## src/rtl/keypad_pkg.sv

```systemverilog
// Shared constants and helpers for the keypad matrix scanner.
// Event direction encoding and a minimum-one-bit width helper.
package keypad_pkg;

  localparam logic KEY_RELEASE = 1'b0;
  localparam logic KEY_PRESS   = 1'b1;

  // Bits needed to index n items; never less than one bit.
  function automatic int code_width(input int n);
    return (n <= 2) ? 1 : $clog2(n);
  endfunction

endpackage

```

## src/rtl/key_debounce.sv

```systemverilog
// Per-key debouncer: a stable bit that flips only after DEBOUNCE_SCANS
// consecutive samples disagree with it; toggle is high on the accepting sample.
module key_debounce
  import keypad_pkg::*;
#(
  parameter int DEBOUNCE_SCANS = 3
) (
  input  logic clk,
  input  logic rst,
  input  logic sample,
  input  logic sample_en,
  output logic stable,
  output logic toggle
);

  localparam int CNT_W = code_width(DEBOUNCE_SCANS);

  logic [CNT_W-1:0] cnt_reg, cnt_next;
  logic             stable_reg, stable_next;

  always_comb begin
    cnt_next    = cnt_reg;
    stable_next = stable_reg;
    toggle      = 1'b0;
    if (sample_en) begin
      if (sample == stable_reg) begin
        cnt_next = '0;
      end else if (cnt_reg == CNT_W'(DEBOUNCE_SCANS - 1)) begin
        toggle      = 1'b1;
        stable_next = ~stable_reg;
        cnt_next    = '0;
      end else begin
        cnt_next = cnt_reg + 1'b1;
      end
    end
  end

  always_ff @(posedge clk or posedge rst) begin
    if (rst) begin
      cnt_reg    <= '0;
      stable_reg <= 1'b0;
    end else begin
      cnt_reg    <= cnt_next;
      stable_reg <= stable_next;
    end
  end

  assign stable = stable_reg;

endmodule

```

## src/rtl/keypad_scanner.sv

```systemverilog
// Scanned, debounced row/column keypad matrix reader with press/release
// event strobes and a live key map.
module keypad_scanner
  import keypad_pkg::*;
#(
  parameter int ROWS           = 4,
  parameter int COLS           = 4,
  parameter int SCAN_CYCLES    = 8,
  parameter int DEBOUNCE_SCANS = 3
) (
  input  logic                                clk,
  input  logic                                rst,
  input  logic [ROWS-1:0]                     rows,
  output logic [COLS-1:0]                     cols,
  output logic                                key_valid,
  output logic [code_width(ROWS*COLS)-1:0]    key_code,
  output logic                                key_press,
  output logic [ROWS*COLS-1:0]                key_state
);

  localparam int NK = ROWS * COLS;
  localparam int CW = code_width(NK);
  localparam int DW = code_width(SCAN_CYCLES);
  localparam int IW = code_width(COLS);

  logic [ROWS-1:0] rows_meta_reg, rows_sync_reg;
  logic [DW-1:0]   dwell_reg;
  logic [IW-1:0]   col_reg, col_next;
  logic            sample_edge;
  logic [NK-1:0]   stable, toggle;
  logic [ROWS-1:0] row_toggle;
  logic [ROWS-1:0] pend_reg, pend_next, pend_dir_reg;
  logic [IW-1:0]   pend_col_reg;
  logic            found;
  int              low_row;
  logic [CW-1:0]   code_reg, code_next;
  logic            press_reg, press_next, valid_reg;

  assign sample_edge = (dwell_reg == DW'(SCAN_CYCLES - 1));
  assign col_next    = (col_reg == IW'(COLS - 1)) ? '0 : col_reg + 1'b1;

  genvar gi;
  generate
    for (gi = 0; gi < NK; gi++) begin : g_key
      key_debounce #(.DEBOUNCE_SCANS(DEBOUNCE_SCANS)) u_deb (
        .clk      (clk),
        .rst      (rst),
        .sample   (rows_sync_reg[gi / COLS]),
        .sample_en(sample_edge && (col_reg == IW'(gi % COLS))),
        .stable   (stable[gi]),
        .toggle   (toggle[gi])
      );
    end
  endgenerate

  always_comb begin
    cols       = '0;
    row_toggle = '0;
    for (int c = 0; c < COLS; c++) begin
      if (col_reg == IW'(c)) begin
        cols[c] = 1'b1;
        for (int r = 0; r < ROWS; r++) row_toggle[r] = toggle[r * COLS + c];
      end
    end
  end

  // Emitter: pick the lowest pending row and retire it this cycle.
  always_comb begin
    found     = 1'b0;
    low_row   = 0;
    pend_next = pend_reg;
    for (int r = 0; r < ROWS; r++) begin
      if (pend_reg[r] && !found) begin
        found   = 1'b1;
        low_row = r;
      end
    end
    if (found) pend_next[low_row] = 1'b0;
    code_next  = CW'(low_row * COLS + int'(pend_col_reg));
    press_next = pend_dir_reg[low_row];
  end

  always_ff @(posedge clk or posedge rst) begin
    if (rst) begin
      rows_meta_reg <= '0;
      rows_sync_reg <= '0;
      dwell_reg     <= '0;
      col_reg       <= '0;
      pend_reg      <= '0;
      pend_dir_reg  <= '0;
      pend_col_reg  <= '0;
      valid_reg     <= 1'b0;
      code_reg      <= '0;
      press_reg     <= KEY_RELEASE;
    end else begin
      rows_meta_reg <= rows;
      rows_sync_reg <= rows_meta_reg;
      if (sample_edge) begin
        dwell_reg    <= '0;
        col_reg      <= col_next;
        pend_reg     <= row_toggle;
        pend_dir_reg <= rows_sync_reg;
        pend_col_reg <= col_reg;
      end else begin
        dwell_reg <= dwell_reg + 1'b1;
        pend_reg  <= pend_next;
      end
      valid_reg <= found;
      if (found) begin
        code_reg  <= code_next;
        press_reg <= press_next;
      end
    end
  end

  assign key_valid = valid_reg;
  assign key_code  = code_reg;
  assign key_press = press_reg;
  assign key_state = stable;

endmodule

```

## config.mk

```make
export PLATFORM = sky130hd
export DESIGN_NAME = keypad_scanner
export DESIGN_NICKNAME = d
export VERILOG_FILES = /design/src/rtl/keypad_pkg.sv /design/src/rtl/key_debounce.sv /design/src/rtl/keypad_scanner.sv
export SDC_FILE = /design/constraint.sdc
export NUM_CORES = 1
export LEC_CHECK = 0
export ABC_AREA = 1
export CAP_MARGIN = 25
export CORE_AREA = 2 2 103 105
export DETAILED_ROUTE_END_ITERATION = 16
export DIE_AREA = 0 0 105 107
export HOLD_SLACK_MARGIN = 0.15
export MAX_ROUTING_LAYER = met4
export PLACE_DENSITY_LB_ADDON = 0.1
export SLEW_MARGIN = 30
export SYNTH_ARGS = -nofsm -noshare
export SYNTH_HDL_FRONTEND = slang
export SYNTH_SLANG_ARGS = --single-unit
```

## constraint.sdc

```tcl
create_clock -name clk -period 3.82 [get_ports clk]
set_input_delay 0.764 -clock clk [delete_from_list [all_inputs] [get_ports clk]]
set_output_delay 0.764 -clock clk [all_outputs]
set_load 0.03 [all_outputs]
```

==> flow_summary.yaml, run 1 <==
run_status:
  status: "completed"
detailed_routing:
  post_drt_wl_per_cell_um: 13.3
  drc: 0
  dr.pass1.iters: 5
  vias: 2410
  routed_wl_um: 7280
  viasPerCell: 4.41
  drtAntennaViolNets: 0
  drt-initial-drc-count: 101
timing:
  clock.fmax_mhz: 380
  rsz0062_at_grt: "false"
  slew_headroom_pct: 65.4
  finClkSkew_ps: 14.6
  setup_ws_ps: 1190
  period_needed_ps: 2630
  max_slew.worst_pin.slew_ps: 518
  finalCritPeriodShare_pct: 69.0
  hold_viol_final: 0
  fin_setup_tns_ps: 0
  slew_viol_final: 0
  finalSetupViolCount: 0
worst_setup_path:
  worstSetupStartpointType: "flip-flop"
  critical_path.endpoint: "cols[1]"
  worstPathRequired_ps: 3060
  rr_endpoint: "pend_reg[3]$_DFFE_PP0P_"
  crit_start: "col_reg[1]$_DFFE_PP0N_"
  arrival_ps: 1870
  criticalPathCategory: "reg2out"
  worst-path-max-fanout: 4
  reg2reg_setup_slack_ps: 1620
  r2r_cells: 10
  r2r_start: "dwell_reg[0]$_DFF_PP0_"
  endpoint_kind: "output port"
final_layout:
  layout_common_cells: "nand2_1 (82), dfrtp_1 (77), inv_1 (53)"
  multiInputGateArea_mm2: 0.00115
  largest_reg_flops: 32
  drive_above_1_share_pct: 4.87
  final_common_cell: "nand2_1"
  diodes: 0
  final.fill_count: 1068
  stdcell_count: 547
  post-route-util_pct: 39.7
  area_delta_synth_final_pct: 16.4
  regArea_mm2: 0.00193
  layout.nets: 418
clock_tree:
  cts_setup_buffers: 0
  cts_buffers: 9
  cts.clk_slew.worst_paths_ps: 90
  clk_latency_ps: 340
  cts_hold_buffers: 0
  cts_resized: 0
  cts-root-buf: "clkbuf_8"
  cts_buffer_depth: 2
  h-tree-depth: 3
  cts.sinks: 77
  cts_tree: "done"
logic_synthesis:
  synthCells: 385
  synth.avg_cell_area_um2: 8.93
  yosys_warnings: 0
  synth.yosys.seq_area_share_pct: 56.0
  synth_nets: 397
  synth-seq-cells: 77
  synth_area_mm2: 0.00344
  synth_cell_type_count: 23
place:
  hpwl_um: 5200
  io_buffers: 31
  dpl.cell_count: 531
  gp_congestion: 0.788
  dpl_worst_slack_ps: 1550
global_routing:
  grt_pass1_wl_um: 12100
  grt_max_degree: 53
  grt.overflow.total: 0
  antenna_found_initial: 0
  track_usage_pct: 14.5
  grt_pass1_vias: 2292
die:
  die_w_um: 105
  die_h_um: 107
  rows: 37
  coreArea_mm2: 0.0101
  dieArea_mm2: 0.0112
  start_util_pct: 34.1
  io_pins: 32
min_path:
  hold_path.class: "reg2reg"
pwr:
  pwr-share-seq_pct: 53.7
  p_leak_nw: 1.95
  power.internal_w: 0.00122
  p_comb_share_pct: 3.7
  p_sw_share_pct: 22.8
  p_switching_w: 0.000360
  clock_power_share_pct: 42.6
  ir_worst_vdd_uv: 203
  p_per_area_mw_per_mm2: 395
run:
  drv_cap: 0
final cells by class:
cell class	count	share of cell area, %
inverters	56	5.37
flip-flops and latches	77	48.1
clock buffers	10	3.19
well taps	136	4.25
repair buffers	33	8.12
multi-input cells	229	28.8
clock inverters	6	2.19
logic make-up after synthesis:
family | synth area share (%)
xor+xnor | 4.33
simple gates | 17.9
compound gates | 9.09
fa+ha+maj | 2.18
flops | 56.0
buf+inv | 10.5
how the worst min path moves through the flow:
| stage | from | to | cells after the start |
|---|---|---|---|
| final | rows_meta_reg[1]$_DFF_PP0_ | rows_sync_reg[1]$_DFF_PP0_ | 0 |
| after global routing | rows_meta_reg[1]$_DFF_PP0_ | rows_sync_reg[1]$_DFF_PP0_ | 0 |
| after CTS | rows_meta_reg[1]$_DFF_PP0_ | rows_sync_reg[1]$_DFF_PP0_ | 0 |
| after detailed placement | rows_meta_reg[0]$_DFF_PP0_ | rows_sync_reg[0]$_DFF_PP0_ | 0 |
| after global placement | rows_meta_reg[3]$_DFF_PP0_ | rows_sync_reg[3]$_DFF_PP0_ | 0 |
| after floorplan | rows_meta_reg[0]$_DFF_PP0_ | rows_sync_reg[0]$_DFF_PP0_ | 0 |
worst max-delay path, stage by stage (launching register included):
cell and delay, ps:
dfrtp_1 400, inv_1 160, ha_1 270, clkdlybuf4s50_1 710
cells in the mapped netlist:
cell       n  area share, %
a21oi_2    1           0.25
clkinv_1   1           0.11
a211oi_1   1           0.22
inv_1     54            5.9
buf_2      1           0.15
nand2_1   82            8.9
xnor2_1    4            1.0
dfrtp_1   77             56
a21oi_1   14            2.0
xor2_1    13            3.3
nand3b_1   2           0.44
buf_4     16            3.5
inv_2      1           0.11
o21ai_0   29            4.2
clkbuf_1   4           0.44
nand3_1   24            3.5
nor3_1    12            1.7
a31oi_1    1           0.18
o22ai_1   12            2.2
clkbuf_2   2           0.29
ha_1       6            2.2
nor2_1    25            2.7
nand4_1    3           0.55
layer usage:
layer  vias up  GRT usage, %  routed length, µm
li1       1254             -                  -
met5         -             -                  0
met3         6          3.34                183
met2        27          21.7               3250
met1      1123          19.6               3760
met4         0          4.57                 88
power by group through the flow:
stage | Clock (W) | Combinational (W) | Sequential [W]
after floorplan | 0 | 0.0000444 | 0.000858
after global placement | 0 | 0.0000598 | 0.000866
after detailed placement | 0 | 0.0000603 | 0.000866
after CTS | 0.000698 | 0.0000605 | 0.000850
after global routing | 0.000735 | 0.0000693 | 0.000853
final | 0.000673 | 0.0000585 | 0.000850
through the flow:
| stage | hold slack (ps) | power (W) | cell area, µm² |
|---|---|---|---|
| global route | 343 | 0.00166 | 4010 |
| floorplan | 331 | 0.000903 | 3440 |
| finish | 336 | 0.00158 | 4010 |
| CTS | 338 | 0.00161 | 4010 |
| detailed placement | 336 | 0.000927 | 3790 |
| global placement | 333 | 0.000926 | 3790 |
No activity file was read; power rests on OpenSTA's default activity.
==> run 2: changes to the inputs <==
==> constraint.sdc (replaced) <==
create_clock -name clk -period 2.5 [get_ports clk]
set_input_delay 0.5 -clock clk [delete_from_list [all_inputs] [get_ports clk]]
set_output_delay 0.5 -clock clk [all_outputs]
set_load 0.03 [all_outputs]
==> run 2 against run 1 <==
Compared with the run above:
- final area increased by 0.69%
- routed wire length increased by 0.56%
- clock-buffer cell count increased by 2
- total power increased by 53%
- flip-flop and latch count unchanged
- final cell count increased by 0.37%
- critical endpoint unchanged
==> flow_summary.yaml, run 2 (synthesized netlist as in run 1, its figures left out) <==
run_status:
  status: "completed"
detailed_routing:
  viasPerCell: 4.48
  dr.pass1.iters: 4
  drc: 0
  vias: 2459
  post_drt_wl_per_cell_um: 13.3
  routed_wl_um: 7320
  drt-initial-drc-count: 113
  drtAntennaViolNets: 0
clock_tree:
  h-tree-depth: 3
  cts_setup_buffers: 0
  clk_latency_ps: 350
  cts.sinks: 77
  cts_hold_buffers: 0
  cts_buffer_depth: 2
  cts.clk_slew.worst_paths_ps: 90
  cts-root-buf: "clkbuf_8"
  cts_buffers: 9
  cts_tree: "done"
  cts_resized: 0
worst_setup_path:
  worst-path-max-fanout: 4
  crit_start: "col_reg[1]$_DFFE_PP0N_"
  worstPathRequired_ps: 2000
  worstSetupStartpointType: "flip-flop"
  arrival_ps: 1880
  reg2reg_setup_slack_ps: 260
  endpoint_kind: "output port"
  rr_endpoint: "pend_reg[3]$_DFFE_PP0P_"
  criticalPathCategory: "reg2out"
  r2r_cells: 10
  critical_path.endpoint: "cols[1]"
  r2r_start: "dwell_reg[0]$_DFF_PP0_"
die:
  die_w_um: 105
  rows: 37
  start_util_pct: 34.1
  dieArea_mm2: 0.0112
  coreArea_mm2: 0.0101
  die_h_um: 107
  io_pins: 32
timing:
  finalCritPeriodShare_pct: 95.3
  slew_headroom_pct: 67.0
  slew_viol_final: 0
  worst_hold_slack_ps: 356
  finalSetupViolCount: 0
  rsz0062_at_grt: "false"
  clock.fmax_mhz: 420
  fin_setup_tns_ps: 0
  period_needed_ps: 2380
  hold_viol_final: 0
  max_slew.worst_pin.slew_ps: 495
  finClkSkew_ps: 14.3
global_routing:
  top_usage_layer: "met2"
  met2_usage_pct: 21.5
  use_met1_pct: 20.1
  grt_pass1_wl_um: 12200
  grt_pass1_vias: 2407
  grtUsageMet3_pct: 2.67
  antenna_found_initial: 0
  grt.overflow.total: 0
  track_usage_pct: 14.6
  grt_max_degree: 35
final_layout:
  layout.nets: 420
  drive_above_1_share_pct: 5.57
  final_common_cell: "nand2_1"
  largest_reg_flops: 32
  diodes: 0
  multiInputGateArea_mm2: 0.00115
  area_delta_synth_final_pct: 17.2
  regArea_mm2: 0.00193
  final.fill_count: 1075
  post-route-util_pct: 40.0
  layout_common_cells: "nand2_1 (82), dfrtp_1 (77), inv_1 (53)"
pwr:
  p_per_area_mw_per_mm2: 602
  ir_worst_vdd_uv: 216
  p_leak_nw: 1.96
run:
  drv_cap: 0
min_path:
  hold_path.class: "reg2reg"
place:
  io_buffers: 31
  gp_congestion: 0.806
  hpwl_um: 5370
## run 2: layer usage
layer | up-vias | routed length [µm]
met3 | 8 | 216
met4 | 0 | 104
met2 | 37 | 3240
met1 | 1151 | 3760
met5 | - | 0
li1 | 1263 | -
## run 2: critical path, cell delays in order, from the launching register on
cell and delay [ps]:
dfrtp_1 410, inv_1 160, ha_1 260, clkdlybuf4s50_1 700
## run 2: stage by stage
stage	power, W	instance area, µm²	setup WS [ps]	instances
final	0.00243	4030	117	549
after global routing	0.00253	4030	36.7	549
after CTS	0.00245	4030	104	549
after detailed placement	0.00142	3810	265	533
after global placement	0.00142	3810	277	533
after floorplan	0.00138	3440	33.3	385
## run 2: layout make-up
type / instances / share of cell area (%)
Clock buffer: 12 / 4.10
Clock inverter: 4 / 1.33
Inverter: 56 / 5.24
Multi-Input combinational cell: 229 / 28.6
Sequential cell: 77 / 47.8
Tap cell: 136 / 4.22
Timing Repair Buffer: 35 / 8.75
## run 2: report_power, final
part,switching [W],internal [W],total [W]
Sequential,0.0000258,0.00127,0.00130
Combinational,0.0000604,0.0000323,0.0000927
Clock,0.000486,0.000547,0.00103
## run 2: worst min-delay path by stage
stage,start,end,slack (ps),depth (start not counted)
after floorplan,rows_meta_reg[0]$_DFF_PP0_,rows_sync_reg[0]$_DFF_PP0_,330,0
after global placement,rows_meta_reg[3]$_DFF_PP0_,rows_sync_reg[3]$_DFF_PP0_,330,0
after detailed placement,rows_meta_reg[3]$_DFF_PP0_,rows_sync_reg[3]$_DFF_PP0_,340,0
after CTS,rows_meta_reg[3]$_DFF_PP0_,rows_sync_reg[3]$_DFF_PP0_,360,0
after global routing,rows_meta_reg[2]$_DFF_PP0_,rows_sync_reg[2]$_DFF_PP0_,360,0
final,rows_meta_reg[2]$_DFF_PP0_,rows_sync_reg[2]$_DFF_PP0_,360,0
